[src/rtl/multi_zone_irrigation_scheduler.sv]
// Round-robin irrigation scheduler: serves one zone at a time from a shared tank,
// with per-mode countdowns, a cooldown gap, supply-valve hysteresis and fault latching.
module multi_zone_irrigation_scheduler #(
  parameter int N_ZONES        = 4,
  parameter int SPRINKLER_SECS = 30,
  parameter int DRIPPER_SECS   = 90,
  parameter int GAP_SECS       = 5,
  parameter int TIMER_WIDTH    = 8
) (
  input  logic                         clock,
  input  logic                         reset,
  input  logic                         tick_1hz,
  input  logic                         low_water_level,
  input  logic                         mid_water_level,
  input  logic                         high_water_level,
  input  logic                         air_humidity,
  input  logic                         low_temperature,
  input  logic [N_ZONES-1:0]           earth_humidity,
  input  logic [N_ZONES-1:0]           zone_enable,
  output logic [N_ZONES-1:0]           sprinkler_bomb,
  output logic [N_ZONES-1:0]           dripper_valvule,
  output logic [$clog2(N_ZONES)-1:0]   active_zone,
  output logic [TIMER_WIDTH-1:0]       remaining_seconds,
  output logic                         water_supply_valvule,
  output logic                         alarm,
  output logic                         error
);

  localparam int ZW = $clog2(N_ZONES);

  typedef enum logic [2:0] {S_IDLE, S_SCAN, S_IRRIGATE, S_COOLDOWN, S_FAULT} state_t;

  state_t                 state_reg, state_next;
  logic [TIMER_WIDTH-1:0] timer_reg, timer_next;
  logic [ZW-1:0]          zone_reg, zone_next;
  logic [ZW-1:0]          ptr_reg, ptr_next;
  logic [ZW-1:0]          scan_idx_reg, scan_idx_next;
  logic [ZW:0]            scan_cnt_reg, scan_cnt_next;
  logic                   mode_reg, mode_next;   // 1 = sprinkler, 0 = dripper
  logic                   supply_next;
  logic                   conflict, abort_run;
  logic [N_ZONES-1:0]     eligible, zone_onehot;

  assign conflict = (mid_water_level & ~low_water_level) | (high_water_level & ~mid_water_level);

  for (genvar gi = 0; gi < N_ZONES; gi++) begin : g_zone
    assign eligible[gi]    = zone_enable[gi] & ~earth_humidity[gi] & low_water_level;
    assign zone_onehot[gi] = (zone_next == ZW'(gi));
  end

  function automatic logic [ZW-1:0] next_zone(input logic [ZW-1:0] idx);
    return (idx == ZW'(N_ZONES - 1)) ? '0 : idx + 1'b1;
  endfunction

  assign abort_run = earth_humidity[zone_reg] | ~zone_enable[zone_reg] | ~low_water_level;

  always_comb begin
    state_next    = state_reg;
    timer_next    = timer_reg;
    zone_next     = zone_reg;
    ptr_next      = ptr_reg;
    scan_idx_next = scan_idx_reg;
    scan_cnt_next = scan_cnt_reg;
    mode_next     = mode_reg;
    if (conflict) begin
      state_next = S_FAULT;
      timer_next = '0;
    end else begin
      case (state_reg)
        S_IDLE: begin
          if (low_water_level) begin
            state_next    = S_SCAN;
            scan_idx_next = next_zone(ptr_reg);
            scan_cnt_next = '0;
          end
        end
        S_SCAN: begin
          if (eligible[scan_idx_reg]) begin
            state_next = S_IRRIGATE;
            zone_next  = scan_idx_reg;
            ptr_next   = scan_idx_reg;
            mode_next  = ~air_humidity & ~low_temperature & mid_water_level;
            timer_next = mode_next ? TIMER_WIDTH'(SPRINKLER_SECS) : TIMER_WIDTH'(DRIPPER_SECS);
          end else if (scan_cnt_reg == (ZW+1)'(N_ZONES - 1)) begin
            state_next = S_IDLE;
          end else begin
            scan_idx_next = next_zone(scan_idx_reg);
            scan_cnt_next = scan_cnt_reg + 1'b1;
          end
        end
        S_IRRIGATE: begin
          // An abort coinciding with the final tick still yields a single move to cooldown.
          if (abort_run || (tick_1hz && timer_reg <= TIMER_WIDTH'(1))) begin
            state_next = S_COOLDOWN;
            timer_next = TIMER_WIDTH'(GAP_SECS);
          end else if (tick_1hz) begin
            timer_next = timer_reg - 1'b1;
          end
        end
        S_COOLDOWN: begin
          if (tick_1hz) begin
            if (timer_reg <= TIMER_WIDTH'(1)) begin
              state_next = S_IDLE;
              timer_next = '0;
            end else begin
              timer_next = timer_reg - 1'b1;
            end
          end
        end
        S_FAULT: begin
          timer_next = '0;
          if (tick_1hz) begin
            state_next = S_COOLDOWN;
            timer_next = TIMER_WIDTH'(GAP_SECS);
          end
        end
        default: begin
          state_next = S_IDLE;
          timer_next = '0;
        end
      endcase
    end
  end

  // Inlet hysteresis: open below mid, close at high, hold in between.
  always_comb begin
    supply_next = water_supply_valvule;
    if (high_water_level || conflict)
      supply_next = 1'b0;
    else if (!mid_water_level)
      supply_next = 1'b1;
  end

  always_ff @(posedge clock) begin
    if (reset) begin
      state_reg            <= S_IDLE;
      timer_reg            <= '0;
      zone_reg             <= '0;
      ptr_reg              <= ZW'(N_ZONES - 1);
      scan_idx_reg         <= '0;
      scan_cnt_reg         <= '0;
      mode_reg             <= 1'b0;
      sprinkler_bomb       <= '0;
      dripper_valvule      <= '0;
      water_supply_valvule <= 1'b0;
      alarm                <= 1'b0;
      error                <= 1'b0;
    end else begin
      state_reg            <= state_next;
      timer_reg            <= timer_next;
      zone_reg             <= zone_next;
      ptr_reg              <= ptr_next;
      scan_idx_reg         <= scan_idx_next;
      scan_cnt_reg         <= scan_cnt_next;
      mode_reg             <= mode_next;
      sprinkler_bomb       <= (state_next == S_IRRIGATE &&  mode_next) ? zone_onehot : '0;
      dripper_valvule      <= (state_next == S_IRRIGATE && !mode_next) ? zone_onehot : '0;
      water_supply_valvule <= supply_next;
      alarm                <= (state_next == S_FAULT) | ~mid_water_level;
      error                <= (state_next == S_FAULT);
    end
  end

  assign active_zone       = zone_reg;
  assign remaining_seconds = timer_reg;

endmodule

[config.mk]
export PLATFORM = sky130hd
export DESIGN_NAME = multi_zone_irrigation_scheduler
export DESIGN_NICKNAME = d
export VERILOG_FILES = /design/src/rtl/multi_zone_irrigation_scheduler.sv
export SDC_FILE = /design/constraint.sdc
export NUM_CORES = 1
export LEC_CHECK = 0
export ABC_AREA = 1
export BUFFER_PORTS_ARGS = -buffer_cell sky130_fd_sc_hd__buf_2
export CAP_MARGIN = 10
export CORE_AREA = 8 8 68 70
export DETAILED_ROUTE_END_ITERATION = 8
export DIE_AREA = 0 0 76 78
export PLACE_DENSITY = 0.72
export SYNTH_ARGS = -nofsm -noshare
export SYNTH_HDL_FRONTEND = slang
export SYNTH_SLANG_ARGS = --single-unit
[constraint.sdc]
create_clock -name clock -period 2.18 [get_ports clock]
set_clock_uncertainty 0.05 [all_clocks]
set_input_delay 0.109 -clock clock [delete_from_list [all_inputs] [get_ports clock]]
set_output_delay 0.109 -clock clock [all_outputs]
set_load 0.01 [all_outputs]
Yosys cells after proc, flatten, opt, wreduce, memory -nomap -nowiden
Index checks and enable logic that the tools add are counted.
{"block": "totals", "elab_cells": 121, "output_inout_bits": 21, "in_bits": 16, "register_bits": 32}
{"block": "op_classes", "mux": 39, "add_sub_neg": 4, "n_lt_le_gt_ge": 3, "n_eq_ne": 18, "n_bitwise": 29, "reduce_logical": 16}
{"cell": "8-bit two-way mux", "count": 5}
{"cell": "8-bit one-hot mux with 5 select lines", "count": 1}
{"cell": "3-bit two-way mux", "count": 12}
{"cell": "2-bit two-way mux", "count": 8}
{"cell": "3-bit one-hot mux with 5 select lines", "count": 1}
{"cell": "1-bit NOT", "count": 13}
{"cell": "1-bit AND", "count": 12}
{"cell": "3-bit by 2-bit equality test with 1-bit output, second input constant", "count": 4}
{"cell": "2-bit != test, second input constant", "count": 5}
{"cell": "2-bit equality test, second input constant", "count": 4}
{"cell": "8-bit by 1-bit less-or-equal comparator with 1-bit output, second input constant", "count": 1}
{"cell": "2-bit OR reduction", "count": 4}
{"cell": "8-bit by 1-bit subtractor with 8-bit output, second input constant", "count": 1}
{"cell": "7-bit two-way mux", "count": 1}
{"cell": "1-bit binary-select mux with 2-bit select", "count": 3}
{"cell": "3-bit equality test, second input constant", "count": 2}
{"cell": "2-bit by 3-bit < comparator with 1-bit output, second input constant", "count": 2}
{"cell": "1-bit two-way mux", "count": 6}
{"cell": "3-bit one-hot mux with 2 select lines", "count": 1}
{"cell": "5-bit AND reduction", "count": 1}
{"cell": "2-bit by 1-bit adder with 2-bit output, second input constant", "count": 2}
{"cell": "1-bit OR", "count": 4}
{"cell": "2-bit one-hot mux with 2 select lines", "count": 1}
{"cell": "4-bit AND reduction", "count": 1}
{"cell": "11 further kinds", "count": 14}

Depth between registers and ports, before layout
{"block": "depth", "ltp_word": 13, "mapped_depth": 13, "ltp_nobuf": 13}

Worst setup path after synthesis
Ideal clock, no wire load.
{"block": "synth_timing", "path_kind": "register -> register", "startpoint": "register timer_reg[0], in the netlist remaining_seconds[0]", "endpoint": "register sprinkler_bomb[3]", "stages_incl_launch_ff": 12, "n_path_buf": 0, "path_slack_ns": 0.445, "arrival_time_ns": 1.621, "setup_time_ns": 0.064, "cell_sequence": "dfxtp_1 > inv_1 > ha_1 > nor2_1 > nor2_1 > nand3_2 > inv_1 > o21ai_1 > nand3_1 > nor2_4 > nand2_2 > nor2_1"}
{"block": "synth_between", "elab_chain_cells": 10, "elab_cells_between_ends": 12, "classes_between": "1 x order compare; 1 x eq/ne; 5 x mux; 1 x bitwise; 4 x reduce/logical"}
{"element": "from (decl)", "line": "34", "source": "logic [TIMER_WIDTH-1:0] timer_reg, timer_next;"}
{"element": "from (signal assigned)", "line": "150", "source": "timer_reg <= timer_next;"}
{"element": "8-bit by 1-bit less-or-equal comparator with 1-bit output (*)", "line": "93, 102"}
{"element": "1-bit logical AND", "line": "93", "source": "if (abort_run || (tick_1hz && timer_reg <= TIMER_WIDTH'(1))) begin"}
{"element": "1-bit logical OR", "line": "93"}
{"element": "3-bit two-way mux", "line": "93"}
{"element": "3-bit one-hot mux with 5 select lines (*)", "line": "69", "source": "case (state_reg)"}
{"element": "3-bit two-way mux (*)", "line": "65", "source": "if (conflict) begin"}
{"element": "3-bit by 2-bit equality test with 1-bit output (*)", "line": "156", "source": "sprinkler_bomb <= (state_next == S_IRRIGATE && mode_next) ? zone_onehot : '0;"}
{"element": "1-bit logical AND (*)", "line": "156"}
{"element": "1-bit NOT (no line) (*)"}
{"element": "2-bit OR reduction (no line) (*)"}
{"element": "to (signal assigned)", "line": "156"}
{"element": "to (decl)", "line": "20", "source": "output logic [N_ZONES-1:0] sprinkler_bomb,"}
Mark *: on every way between the ends. The rest lies on a longest branch, timed or not.
A chain may end at the register's enable or synchronous reset.

Worst setup path in the final report
{"block": "layout_timing", "startpoint": "register timer_reg[0], in the netlist remaining_seconds[0]", "endpoint": "register dripper_valvule[2]"}
{"block": "layout_between", "elab_chain_cells": 10, "elab_cells_between_ends": 12, "classes_between": "1 x order compare; 1 x eq/ne; 5 x mux; 1 x bitwise; 4 x reduce/logical"}
{"element": "8-bit by 1-bit less-or-equal comparator with 1-bit output (*)", "line": "93, 102"}
{"element": "1-bit logical AND", "line": "93"}
{"element": "1-bit logical OR", "line": "93"}
{"element": "3-bit two-way mux", "line": "93"}
{"element": "3-bit one-hot mux with 5 select lines (*)", "line": "69"}
{"element": "3-bit two-way mux (*)", "line": "65"}
{"element": "3-bit by 2-bit equality test with 1-bit output (*)", "line": "157", "source": "dripper_valvule <= (state_next == S_IRRIGATE && !mode_next) ? zone_onehot : '0;"}
{"element": "1-bit logical AND (*)", "line": "157"}
{"element": "1-bit NOT (no line) (*)"}
{"element": "2-bit OR reduction (no line) (*)"}
{"element": "to (signal assigned)", "line": "157"}
{"element": "to (decl)", "line": "21", "source": "output logic [N_ZONES-1:0] dripper_valvule,"}
Marks and branches as above.

==> impl_metrics.json <==
{
  "postRouteAntennaNets": 0,
  "vias": 1773,
  "cts_tree": "built",
  "cp-end-kind": "flip-flop",
  "fmax_mhz": 514,
  "fp.dieW_um": 76,
  "max_stage_delay_ps": 380,
  "postCtsHoldBufs": 4,
  "cts_resized": 0,
  "htreeDepth": 2,
  "final_cells": 359,
  "overflow": 0,
  "placedCellCount": 347,
  "drc": 0,
  "gp_congestion": 0.907,
  "antenna_found_initial": 0,
  "track_usage_pct": 15.5,
  "path_buf_inv": 2,
  "clk_latency_ps": 350,
  "critPathTopFamily": "simple AND/OR/NAND/NOR gates",
  "initial_utilization_pct": 50.7,
  "max_cap_viol_count": 0,
  "min_period_over_period_pct": 89.3,
  "synth_cell_types": 26,
  "final-hold-violation-count": 0,
  "layout_common_cells": "nand2_1, inv_1, nand3_1, buf_2, dfxtp_1",
  "max_slew.worst_pin.slew_ps": 434,
  "drt_first_pass_iters": 4,
  "seq_area_frac_synth_pct": 35.6,
  "synth_seq_cells": 32,
  "grt_pass1_vias": 1789,
  "fin_setup_tns_ps": 0,
  "synth_area_um2": 1800,
  "num_rows": 22,
  "routed_wirelength_mm": 4.24,
  "core_um2": 3550,
  "drt_iter0_markers": 128,
  "path_max_fanout": 4,
  "layout-drive-gt1-share_pct": 22.5,
  "largest_reg_flops": 8,
  "clk_pin_slew_ps": 110,
  "critical_path_class": "flip-flop to flip-flop",
  "nFillCells": 352,
  "p_per_area_nw_per_um2": 588,
  "p_leak_nw": 1.05,
  "syn_inst": 264,
  "min_period_ps": 1950,
  "nets": 332,
  "cp.arrival_ps": 2190,
  "grt_pass1_wl_mm": 7.73,
  "postSynthAreaPerCell_um2": 6.82,
  "final_common_cell": "nand2_1",
  "critPathRequiredTime_ps": 2420,
  "hold_class": "input pin to flip-flop",
  "crit_path_frequent_cell": "nor2_1",
  "fp.dieArea_um2": 5930,
  "relSlewSlack_pct": 71.0,
  "post-route-util_pct": 60.9,
  "die_y_um": 78,
  "rsz0062_at_grt": "no",
  "grt_max_degree": 13,
  "cp_slowest_cell": "dfxtp_1",
  "io_buffers": 36,
  "dpl.hpwl_mm": 3.25,
  "detail_route.vias_per_cell": 4.94,
  "wl_per_cell_um": 11.8,
  "synth_nets": 286,
  "ir_drop_uv": 451,
  "status": "finished clean",
  "max-clock-path-buffers": 2,
  "cts_root_buf": "clkbuf_4",
  "setup_violations": 0,
  "pin_count": 37,
  "clock_sink_count": 32,
  "synth_warnings": 0,
  "cts_made_buffers": 5,
  "worstPathCellList": "inv_1, ha_1, nor2_1, nor2_1, nand3_2, inv_1, o21ai_1, nand3_1, nor2_4, nand2_2, nor2_1",
  "synthToLayoutAreaGrowth_pct": 20.0,
  "finalMaxSlewViolations": 0,
  "antenna_cells": 0,
  "postCtsSetupBuffers": 0,
  "cp-start-kind": "flip-flop",
  "worst-r2r-setup-slack_ps": 230
}
[path summary, 6_finish.rpt]
| path | from | depth (start not counted) | end |
|---|---|---|---|
| max | remaining_seconds[0] | 11 | dripper_valvule[2] |
| min | air_humidity | 6 | mode_reg |
| max reg2reg | remaining_seconds[0] | 11 | dripper_valvule[2] |
| min reg2reg | scan_cnt_reg[0] | 2 | scan_cnt_reg[0] |
[cell usage after synthesis (all sizes together)]
library cell	count	area share (%)
inv	41	8.7
nand3	39	13
nand4	1	0.35
dfxtp	32	36
o21ai	7	2.8
ha	6	4.2
xor2	6	2.9
nand2	72	16
o21a	1	0.42
clkbuf	1	0.21
clkinv	1	0.28
a21oi	14	3.9
a211oi	1	0.69
nor2	35	8.7
nor3	7	2.6
[routing by layer]
metal	vias to the layer above	global-route usage (%)	share of wire, %
li1	931	-	-
met1	779	19.2	49
met2	56	23.5	41
met3	7	5.88	8.0
met4	0	6.67	1.6
met5	-	0	0
[layout make-up]
type                            instances  area, um^2  share of cell area [%]
Clock buffer                            5        37.5                    1.74
Clock inverter                          3        46.3                    2.14
Inverter                               42         161                    7.47
Multi-Input combinational cell        189         995                    46.0
Sequential cell                        32         641                    29.6
Tap cell                               48        60.1                    2.78
Timing Repair Buffer                   40         220                    10.2
[logic make-up after synthesis]
logic type / Yosys count / share of synthesized area, %
buf+inv: 43 / 9.17
compound gates: 23 / 7.78
flops: 32 / 35.6
fa+ha+maj: 6 / 4.17
xor+xnor: 6 / 2.92
simple gates: 154 / 40.4
[through the flow]
stage / hold slack (ps) / cell area, um^2 / setup slack, ps / power, mW
6_report: 132 / 2160 / 233 / 1.27
5_1_grt: 131 / 2160 / 55.7 / 1.34
4_1_cts: 120 / 2160 / 249 / 1.28
3_5_place_dp: 292 / 2040 / 273 / 0.799
3_3_place_gp: 282 / 2040 / 340 / 0.797
2_1_floorplan: 138 / 1800 / 445 / 0.744
[worst min-delay path, stage by stage]
cell,delay [ps]
buf_2,80
nor3_1,50
nand2_1,70
o21ai_2,60
inv_1,80
nor2_1,40
[report_power, final]
group          switching [mW]  internal [mW]  leakage (nW)
clock                   0.233          0.245        0.0418
sequential             0.0124          0.597         0.259
combinational           0.121         0.0620         0.750
total                   0.366          0.903          1.05
Power figures use the tool's default switching activity.
